===== config.mk =====
export PLATFORM = sky130hd
export DESIGN_NAME = muldiv_unit_flat
export DESIGN_NICKNAME = d
export VERILOG_FILES = /design/src/rtl/muldiv_unit_pkg.sv /design/src/rtl/muldiv_unit_if.sv /design/src/rtl/muldiv_unit_div_core.sv /design/src/rtl/muldiv_unit.sv /design/src/flat_wrapper.sv
export SDC_FILE = /design/constraint.sdc
export NUM_CORES = 2
export LEC_CHECK = 0
export BUFFER_PORTS_ARGS = -buffer_cell sky130_fd_sc_hd__buf_2
export CORE_ASPECT_RATIO = 0.75
export CORE_MARGIN = 3
export CORE_UTILIZATION = 45
export CTS_CLUSTER_SIZE = 28
export DETAILED_ROUTE_END_ITERATION = 8
export HOLD_SLACK_MARGIN = 0.12
export PLACE_DENSITY = 0.68
export SETUP_SLACK_MARGIN = 0.15
export SLEW_MARGIN = 10
export SYNTH_ARGS = -nofsm -noshare
export SYNTH_HDL_FRONTEND = slang
export SYNTH_SLANG_ARGS = --single-unit

===== constraint.sdc =====
create_clock -name clk -period 26.1 [get_ports clk]
set_clock_uncertainty 0.2 [all_clocks]
set_input_delay 3.915 -clock clk [delete_from_list [all_inputs] [get_ports clk]]
set_output_delay 3.915 -clock clk [all_outputs]
set_load 0.05 [all_outputs]

===== src/rtl/muldiv_unit_pkg.sv =====
// Shared constants, encodings and operand-signedness helpers for the RV32M execute unit.
package muldiv_unit_pkg;

   localparam int XLEN_DEF = 32;

   localparam logic [6:0] OPCODE_RTYPE = 7'b0110011;
   localparam logic [6:0] FUNC7_MULDIV = 7'b0000001;

   typedef enum logic [2:0] {
      MD_MUL    = 3'b000,
      MD_MULH   = 3'b001,
      MD_MULHSU = 3'b010,
      MD_MULHU  = 3'b011,
      MD_DIV    = 3'b100,
      MD_DIVU   = 3'b101,
      MD_REM    = 3'b110,
      MD_REMU   = 3'b111
   } md_op_e;

   typedef enum logic [1:0] {
      ST_IDLE = 2'b00,
      ST_MUL  = 2'b01,
      ST_DIV  = 2'b10,
      ST_DONE = 2'b11
   } md_state_e;

   function automatic logic op_signed_a(input logic [2:0] f3);
      return f3[2] ? ~f3[0] : (f3[1:0] != 2'b11);
   endfunction

   function automatic logic op_signed_b(input logic [2:0] f3);
      return f3[2] ? ~f3[0] : ~f3[1];
   endfunction

endpackage


===== src/rtl/muldiv_unit_if.sv =====
// EX-stage operand/result bundle between the pipeline and the M-extension unit.
interface muldiv_unit_if #(
   parameter int XLEN = muldiv_unit_pkg::XLEN_DEF
);
   logic            flush_i;
   logic [6:0]      opcode_i;
   logic [2:0]      func3_i;
   logic [6:0]      func7_i;
   logic [XLEN-1:0] rs1_i;
   logic [XLEN-1:0] rs2_i;
   logic            stall_o;
   logic            result_valid_o;
   logic [XLEN-1:0] result_o;

   modport master (
      output flush_i, opcode_i, func3_i, func7_i, rs1_i, rs2_i,
      input  stall_o, result_valid_o, result_o
   );

   modport slave (
      input  flush_i, opcode_i, func3_i, func7_i, rs1_i, rs2_i,
      output stall_o, result_valid_o, result_o
   );
endinterface


===== src/rtl/muldiv_unit_div_core.sv =====
// Unsigned radix-2 restoring divider datapath; one quotient bit per step.
module muldiv_unit_div_core #(
   parameter int XLEN = 32
) (
   input  logic            clk,
   input  logic            rst_n,
   input  logic            load_i,
   input  logic            step_i,
   input  logic [XLEN-1:0] dividend_i,
   input  logic [XLEN-1:0] divisor_i,
   output logic [XLEN-1:0] quotient_o,
   output logic [XLEN-1:0] remainder_o
);

   logic [XLEN-1:0] quo_q, rem_q, dvs_q;
   logic [XLEN:0]   shifted;
   logic            fits;
   logic [XLEN-1:0] rem_sub;

   // Partial remainder stays below the divisor, so the low XLEN bits of the difference suffice.
   assign shifted = {rem_q, quo_q[XLEN-1]};
   assign fits    = (shifted >= {1'b0, dvs_q});
   assign rem_sub = shifted[XLEN-1:0] - dvs_q;

   always_ff @(posedge clk or negedge rst_n) begin
      if (!rst_n) begin
         quo_q <= '0;
         rem_q <= '0;
         dvs_q <= '0;
      end else if (load_i) begin
         quo_q <= dividend_i;
         rem_q <= '0;
         dvs_q <= divisor_i;
      end else if (step_i) begin
         quo_q <= {quo_q[XLEN-2:0], fits};
         rem_q <= fits ? rem_sub : shifted[XLEN-1:0];
      end
   end

   assign quotient_o  = quo_q;
   assign remainder_o = rem_q;

endmodule


===== src/rtl/muldiv_unit.sv =====
// RV32M execute unit: 2-cycle multiply, XLEN+2-cycle iterative divide, pipeline stall while busy.
//   state   | meaning
//   IDLE    | waiting for an M-extension R-type op
//   MUL     | product (or divide special-case result) registered this cycle
//   DIV     | XLEN restoring steps, then sign fix-up
//   DONE    | result_valid_o for one cycle
module muldiv_unit
   import muldiv_unit_pkg::*;
#(
   parameter int XLEN = XLEN_DEF
) (
   input logic         clk,
   input logic         rst_n,
   muldiv_unit_if.slave md
);

   localparam int CW = $clog2(XLEN) + 1;

   md_state_e         state_q, state_d;
   logic [CW-1:0]     cnt_q, cnt_d;
   logic [XLEN-1:0]   a_q, a_d, b_q, b_d, res_q, res_d;
   logic [2:0]        f3_q, f3_d;
   logic              sa_q, sa_d, sb_q, sb_d, spec_q, spec_d;

   logic              start, accept, neg_a, neg_b, div_zero, div_ovf;
   logic              div_load, div_step;
   logic [XLEN-1:0]   abs_a, abs_b, quo, rem, div_res, spec_res;
   logic [2*XLEN-1:0] prod;

   assign start    = (md.opcode_i == OPCODE_RTYPE) && (md.func7_i == FUNC7_MULDIV);
   assign accept   = (state_q == ST_IDLE) && start && !md.flush_i;
   assign neg_a    = op_signed_a(md.func3_i) && md.rs1_i[XLEN-1];
   assign neg_b    = op_signed_b(md.func3_i) && md.rs2_i[XLEN-1];
   assign abs_a    = neg_a ? -md.rs1_i : md.rs1_i;
   assign abs_b    = neg_b ? -md.rs2_i : md.rs2_i;
   assign div_zero = (md.rs2_i == '0);
   assign div_ovf  = !md.func3_i[0] && (md.rs1_i == {1'b1, {(XLEN-1){1'b0}}})
                     && (md.rs2_i == '1);
   assign spec_res = div_zero ? (md.func3_i[1] ? md.rs1_i : '1)
                              : (md.func3_i[1] ? '0 : md.rs1_i);

   // neg flags double as sign-extension bits: zero for unsigned operands.
   assign prod    = {{XLEN{sa_q}}, a_q} * {{XLEN{sb_q}}, b_q};
   assign div_res = f3_q[1] ? (sa_q ? -rem : rem) : ((sa_q ^ sb_q) ? -quo : quo);

   muldiv_unit_div_core #(.XLEN(XLEN)) u_div_core (
      .clk         (clk),
      .rst_n       (rst_n),
      .load_i      (div_load),
      .step_i      (div_step),
      .dividend_i  (abs_a),
      .divisor_i   (abs_b),
      .quotient_o  (quo),
      .remainder_o (rem)
   );

   always_ff @(posedge clk or negedge rst_n) begin
      if (!rst_n) begin
         state_q <= ST_IDLE;
         cnt_q   <= '0;
         a_q     <= '0;
         b_q     <= '0;
         res_q   <= '0;
         f3_q    <= '0;
         sa_q    <= 1'b0;
         sb_q    <= 1'b0;
         spec_q  <= 1'b0;
      end else begin
         state_q <= state_d;
         cnt_q   <= cnt_d;
         a_q     <= a_d;
         b_q     <= b_d;
         res_q   <= res_d;
         f3_q    <= f3_d;
         sa_q    <= sa_d;
         sb_q    <= sb_d;
         spec_q  <= spec_d;
      end
   end

   always_comb begin
      state_d  = state_q;
      cnt_d    = cnt_q;
      a_d      = a_q;
      b_d      = b_q;
      res_d    = res_q;
      f3_d     = f3_q;
      sa_d     = sa_q;
      sb_d     = sb_q;
      spec_d   = spec_q;
      div_load = 1'b0;
      div_step = 1'b0;
      case (state_q)
         ST_IDLE: begin
            if (accept) begin
               a_d    = md.rs1_i;
               b_d    = md.rs2_i;
               f3_d   = md.func3_i;
               sa_d   = neg_a;
               sb_d   = neg_b;
               spec_d = 1'b0;
               cnt_d  = '0;
               state_d = ST_MUL;
               if (md.func3_i[2]) begin
                  // Divide special cases reuse the one-cycle MUL slot, carrying the answer in a_q.
                  if (div_zero || div_ovf) begin
                     spec_d = 1'b1;
                     a_d    = spec_res;
                  end else begin
                     div_load = 1'b1;
                     state_d  = ST_DIV;
                  end
               end
            end
         end
         ST_MUL: begin
            if (spec_q)
               res_d = a_q;
            else if (f3_q == MD_MUL)
               res_d = prod[XLEN-1:0];
            else
               res_d = prod[2*XLEN-1:XLEN];
            state_d = ST_DONE;
         end
         ST_DIV: begin
            cnt_d = cnt_q + CW'(1);
            if (cnt_q == CW'(XLEN)) begin
               res_d   = div_res;
               state_d = ST_DONE;
            end else begin
               div_step = 1'b1;
            end
         end
         ST_DONE: state_d = ST_IDLE;
         default: state_d = ST_IDLE;
      endcase
      if (md.flush_i) begin
         state_d  = ST_IDLE;
         res_d    = res_q;
         div_load = 1'b0;
         div_step = 1'b0;
      end
   end

   assign md.stall_o        = accept || (state_q == ST_MUL) || (state_q == ST_DIV);
   assign md.result_valid_o = (state_q == ST_DONE);
   assign md.result_o       = res_q;

endmodule


===== src/flat_wrapper.sv =====
// flat-port wrapper written by rule: the top's interface ports become plain ports
module muldiv_unit_flat import muldiv_unit_pkg::*;
#(
   parameter int XLEN = XLEN_DEF
)
  (clk, rst_n, md_flush_i, md_opcode_i, md_func3_i, md_func7_i, md_rs1_i, md_rs2_i, md_stall_o, md_result_valid_o, md_result_o);
  muldiv_unit_if #(.XLEN(XLEN)) md_i ();
  input logic clk;
  input logic rst_n;
  input wire logic [$bits(md_i.flush_i)-1:0] md_flush_i;
  input wire logic [$bits(md_i.opcode_i)-1:0] md_opcode_i;
  input wire logic [$bits(md_i.func3_i)-1:0] md_func3_i;
  input wire logic [$bits(md_i.func7_i)-1:0] md_func7_i;
  input wire logic [$bits(md_i.rs1_i)-1:0] md_rs1_i;
  input wire logic [$bits(md_i.rs2_i)-1:0] md_rs2_i;
  output wire logic [$bits(md_i.stall_o)-1:0] md_stall_o;
  output wire logic [$bits(md_i.result_valid_o)-1:0] md_result_valid_o;
  output wire logic [$bits(md_i.result_o)-1:0] md_result_o;
  assign md_i.flush_i = md_flush_i;
  assign md_i.opcode_i = md_opcode_i;
  assign md_i.func3_i = md_func3_i;
  assign md_i.func7_i = md_func7_i;
  assign md_i.rs1_i = md_rs1_i;
  assign md_i.rs2_i = md_rs2_i;
  assign md_stall_o = md_i.stall_o;
  assign md_result_valid_o = md_i.result_valid_o;
  assign md_result_o = md_i.result_o;
  muldiv_unit #(.XLEN(XLEN)) u_core (.clk(clk), .rst_n(rst_n), .md(md_i));
endmodule

==> flow_summary.rst <==
.. list-table::
   :header-rows: 1

   * - Metric
     - Value
   * - Die extent in y
     - 301 um
   * - Final ANT Viol Nets
     - 0
   * - Final setup fails
     - 0
   * - Combinational family with the most area after synthesis
     - adder cells
   * - Reg-to-reg startpoint
     - u_core.b_q[0]$_DFFE_PN0P_
   * - Floorplan Core Area
     - 114000 sq um
   * - Most area-hungry cell type in the Yosys netlist
     - sky130_fd_sc_hd__fa_1
   * - RSZ-0062 raised after global routing
     - no
   * - Type of origin of the critical path
     - flop
   * - Global router's overall resource usage
     - 27.6%
   * - Hold crit path type
     - reg2reg
   * - Sum of negative setup slack
     - 0 ns
   * - Transition time at the pin with the least slew margin
     - 1.36 ns
   * - Finished Layout Cells
     - 7377
   * - Number of remaining DRC errors
     - 0
   * - Sequential cell area in the final layout
     - 5160 sq um
   * - Clock transition time at the flip-flop clock pins of the worst setup and hold paths
     - 0.07 ns
   * - Capturing element of the worst setup path
     - u_core.md.result_o[29]$_DFFE_PN0P_
   * - Max-slew violations
     - 0
   * - Number of global-route vias before repair
     - 42300
   * - Fraction of registers with async set/reset
     - 100%
   * - Footprint of the multi-input gates
     - 41500 sq um
   * - Status
     - finished, final reports clean
   * - Detailed Route Iter0 Violations
     - 3877
   * - Post-synth net total
     - 7414
   * - Total clock buffers created by CTS
     - 21
   * - CP top delay family
     - adder cells
   * - Mean post-synth cell area
     - 8.80 sq um
   * - Boundary pin count
     - 118
   * - Flop2flop setup slack
     - 15.67 ns
   * - Cell depth of the worst setup path
     - 27
   * - Pin count of the biggest net entering global routing
     - 99
   * - Placer's final routability congestion estimate
     - 1.02
   * - Placement Rows
     - 107
   * - Number of antenna violations at the first check in global routing
     - 7
   * - Area share of and/or/nand/nor cells after synthesis
     - 17.3%
   * - Max VDD drop
     - 0.0488 mV
   * - Crit path max-delay cell type
     - sky130_fd_sc_hd__fa_1
   * - Total of max-cap violations
     - 0
   * - Worst reg2reg path depth
     - 27
   * - Maximum fanout count along the critical path
     - 18
   * - Compound-gate portion of the synthesized area
     - 8.56%
   * - Synth Register Bits
     - 206
   * - Share of cell area taken by muxes after synthesis
     - 0.344%
   * - Data arrival time of the critical path
     - 10.66 ns
   * - Buffers on Ports
     - 117
   * - Worst Path Buf+Inv
     - 6
   * - Wire length of the first global-routing pass
     - 254000 um
   * - Primary FF master, synth
     - sky130_fd_sc_hd__dfrtp_1
   * - Router iterations before antenna repair
     - 6
   * - Count of instances resized after the clock tree is built
     - 0
   * - Portion of the post-synthesis area used by sequential elements
     - 9.85%
   * - Share of layout cells above drive strength 1
     - 4.89%
   * - Yosys top cell area share
     - 43.1%
   * - Worst reg2reg endpoint
     - u_core.md.result_o[29]$_DFFE_PN0P_
   * - Maximum count of clock buffers along a single path
     - 3
   * - Final worst slack
     - 15.67 ns
   * - Number of nets in the layout
     - 7302
   * - Post-Place Setup Slack
     - 15.96 ns
   * - Parity-gate share of the synthesized area counting xor and xnor cells
     - 3.73%
   * - Warnings from Yosys
     - 0
   * - Wire per inst
     - 22.0 um
   * - Total setup buffers inserted after CTS
     - 0
   * - Worst path required time
     - 26.32 ns
   * - CP most frequent cell
     - sky130_fd_sc_hd__fa_1
   * - Crit share post-route
     - 40.0%
   * - Die footprint
     - 120000 sq um
   * - Period minus WS final
     - 10.43 ns
   * - Root Driver
     - sky130_fd_sc_hd__clkbuf_16
   * - Final HPWL DP
     - 126000 um
   * - Fillcell total
     - 10900
   * - Clock tree from TritonCTS
     - done
   * - Adder-cell share of the synthesized area
     - 49.2%
   * - Max incr delay on CP
     - 0.94 ns
   * - Leakage power summed over all cells
     - 27.8 nW
   * - Clock latency reported for the late side of the worst-skew pair
     - 0.55 ns
   * - Starting density of the core
     - 45.7%
   * - Total Wirelength
     - 162000 um
   * - Cell area after synthesis
     - 52300 sq um
   * - Max-slew headroom at the worst pin
     - 8.65%
   * - Peak clock frequency supported by timing
     - 0.0958 GHz
   * - Startpoint of the worst setup timing path
     - u_core.b_q[0]$_DFFE_PN0P_
   * - Pwr per Cell Area
     - 24.6 nW/um^2
   * - Main area contributors after synthesis
     - sky130_fd_sc_hd__fa_1 43%, sky130_fd_sc_hd__dfrtp_1 9.9%, sky130_fd_sc_hd__inv_1 8.4%
   * - Post-synthesis instance total
     - 5948
   * - Worst setup path class
     - reg2reg
   * - Synth-to-Final Area Change
     - 4.94%
   * - Most frequent cells in the layout
     - 1165 x sky130_fd_sc_hd__inv_1, 1126 x sky130_fd_sc_hd__fa_1, 887 x sky130_fd_sc_hd__nand2_1
   * - Horizontal die dimension
     - 400 um
   * - Element type at the critical path end
     - flop
   * - TritonCTS sink count
     - 206
   * - Total via count in the routed design
     - 41100
   * - Number of synthesized flops with an enable pin
     - 0
   * - Number of hold violations in the final report
     - 0
   * - Leading cell type in the layout, fill and taps excluded
     - sky130_fd_sc_hd__inv_1
   * - Number of hold-repair buffers added at the cts stage
     - 0
   * - CTS HTree Levels
     - 1
   * - Mean number of vias per cell
     - 5.57
   * - Placed Instances
     - 7339
   * - Number of distinct standard cells referenced by the synthesized netlist
     - 82
   * - Overflow left after global routing
     - 0
[report_power, final]
group | internal (mW) | leakage [nW] | switching [mW]
Combinational | 0.193 | 24.9 | 0.367
Sequential | 0.368 | 2.59 | 0.102
Clock | 0.178 | 0.340 | 0.146
[cells in the mapped netlist, drive strengths merged (4+ instances only)]
library cell,n
o41ai,13
o22ai,10
clkbuf,315
ha,256
o21ai,236
a22oi,4
or4,13
nor4b,4
a21o,42
a211oi,37
a31oi,47
and2,534
a21boi,5
or3,24
or2,4
mux2i,18
nor4,17
a221o,8
nor3,32
nor2b,30
dfrtp,206
and3,14
a221oi,11
nand3b,8
o21a,13
o211ai,17
a21oi,207
buf,32
xnor2,120
xor2,102
o21bai,12
nand4,27
inv,1165
nor2,214
nand3,35
nand2,887
and4,6
nand2b,17
fa,1126
o31ai,37
o31a,5
[cell type report]
class                           count  share of cell area (%)
Antenna cell                        2                 0.00912
Tap cell                         1526                    3.48
Sequential cell                   206                    9.41
Inverter                         1165                    7.96
Multi-Input combinational cell   4230                    75.5
Timing Repair Buffer              212                    2.38
Clock buffer                       32                    1.16
Clock inverter                      4                  0.0889
[state kept, by name (all words and copies together), names as in the netlist, 2 cells and up]
name / count
u_core.a_q: 32
u_core.b_q: 32
u_core.cnt_q: 6
u_core.f3_q: 3
u_core.md.result_o: 32
u_core.state_q: 2
u_core.u_div_core.dvs_q: 32
u_core.u_div_core.quotient_o: 32
u_core.u_div_core.remainder_o: 32
[per-stage QoR]
step	instance area (sq um)	util [%]	power [mW]	hold slack, ns
3_3_place_gp	54200	47.4	1.00	0.261
5_1_grt	54900	48.0	1.41	0.296
6_report	54900	48.0	1.35	0.278
2_1_floorplan	52300	-	0.824	0.250
4_1_cts	54900	48.0	1.33	0.282
3_5_place_dp	54200	47.4	1.01	0.265
[tightest hold or removal path, stage by stage (launching register included)]
cell and delay, ns:
sky130_fd_sc_hd__dfrtp_1 0.34, sky130_fd_sc_hd__nand2_1 0.05, sky130_fd_sc_hd__nand2_1 0.05
[worst min-delay path by stage]
stage                                       startpoint                                 endpoint  slack, ns  cells after the start
3_5_place_dp                u_core.b_q[24]$_DFFE_PN0P_               u_core.b_q[24]$_DFFE_PN0P_       0.27                      2
2_1_floorplan  u_core.u_div_core.dvs_q[12]$_DFFE_PN0P_  u_core.u_div_core.dvs_q[12]$_DFFE_PN0P_       0.25                      2
5_1_grt                     u_core.b_q[24]$_DFFE_PN0P_               u_core.b_q[24]$_DFFE_PN0P_       0.30                      2
6_report                    u_core.b_q[24]$_DFFE_PN0P_               u_core.b_q[24]$_DFFE_PN0P_       0.28                      2
4_1_cts                     u_core.b_q[24]$_DFFE_PN0P_               u_core.b_q[24]$_DFFE_PN0P_       0.28                      2
3_3_place_gp                 u_core.b_q[2]$_DFFE_PN0P_                u_core.b_q[2]$_DFFE_PN0P_       0.26                      2
[per-layer routing]
layer	global-route usage (%)	wire, um
met5	0.690	25
met4	8.34	6110
met3	9.59	20200
met2	39.7	67900
met1	39.2	68100
[logic make-up after synthesis]
| group | Yosys count |
|---|---|
| buffers and inverters | 1512 |
| muxes | 18 |
| xor gates and xnor gates | 222 |
| and+or+nand+nor | 1875 |
| AOI/OAI and AO/OA | 733 |
| DFF | 206 |
| adders and majority gates | 1382 |
(Power assumes the default switching activity.)
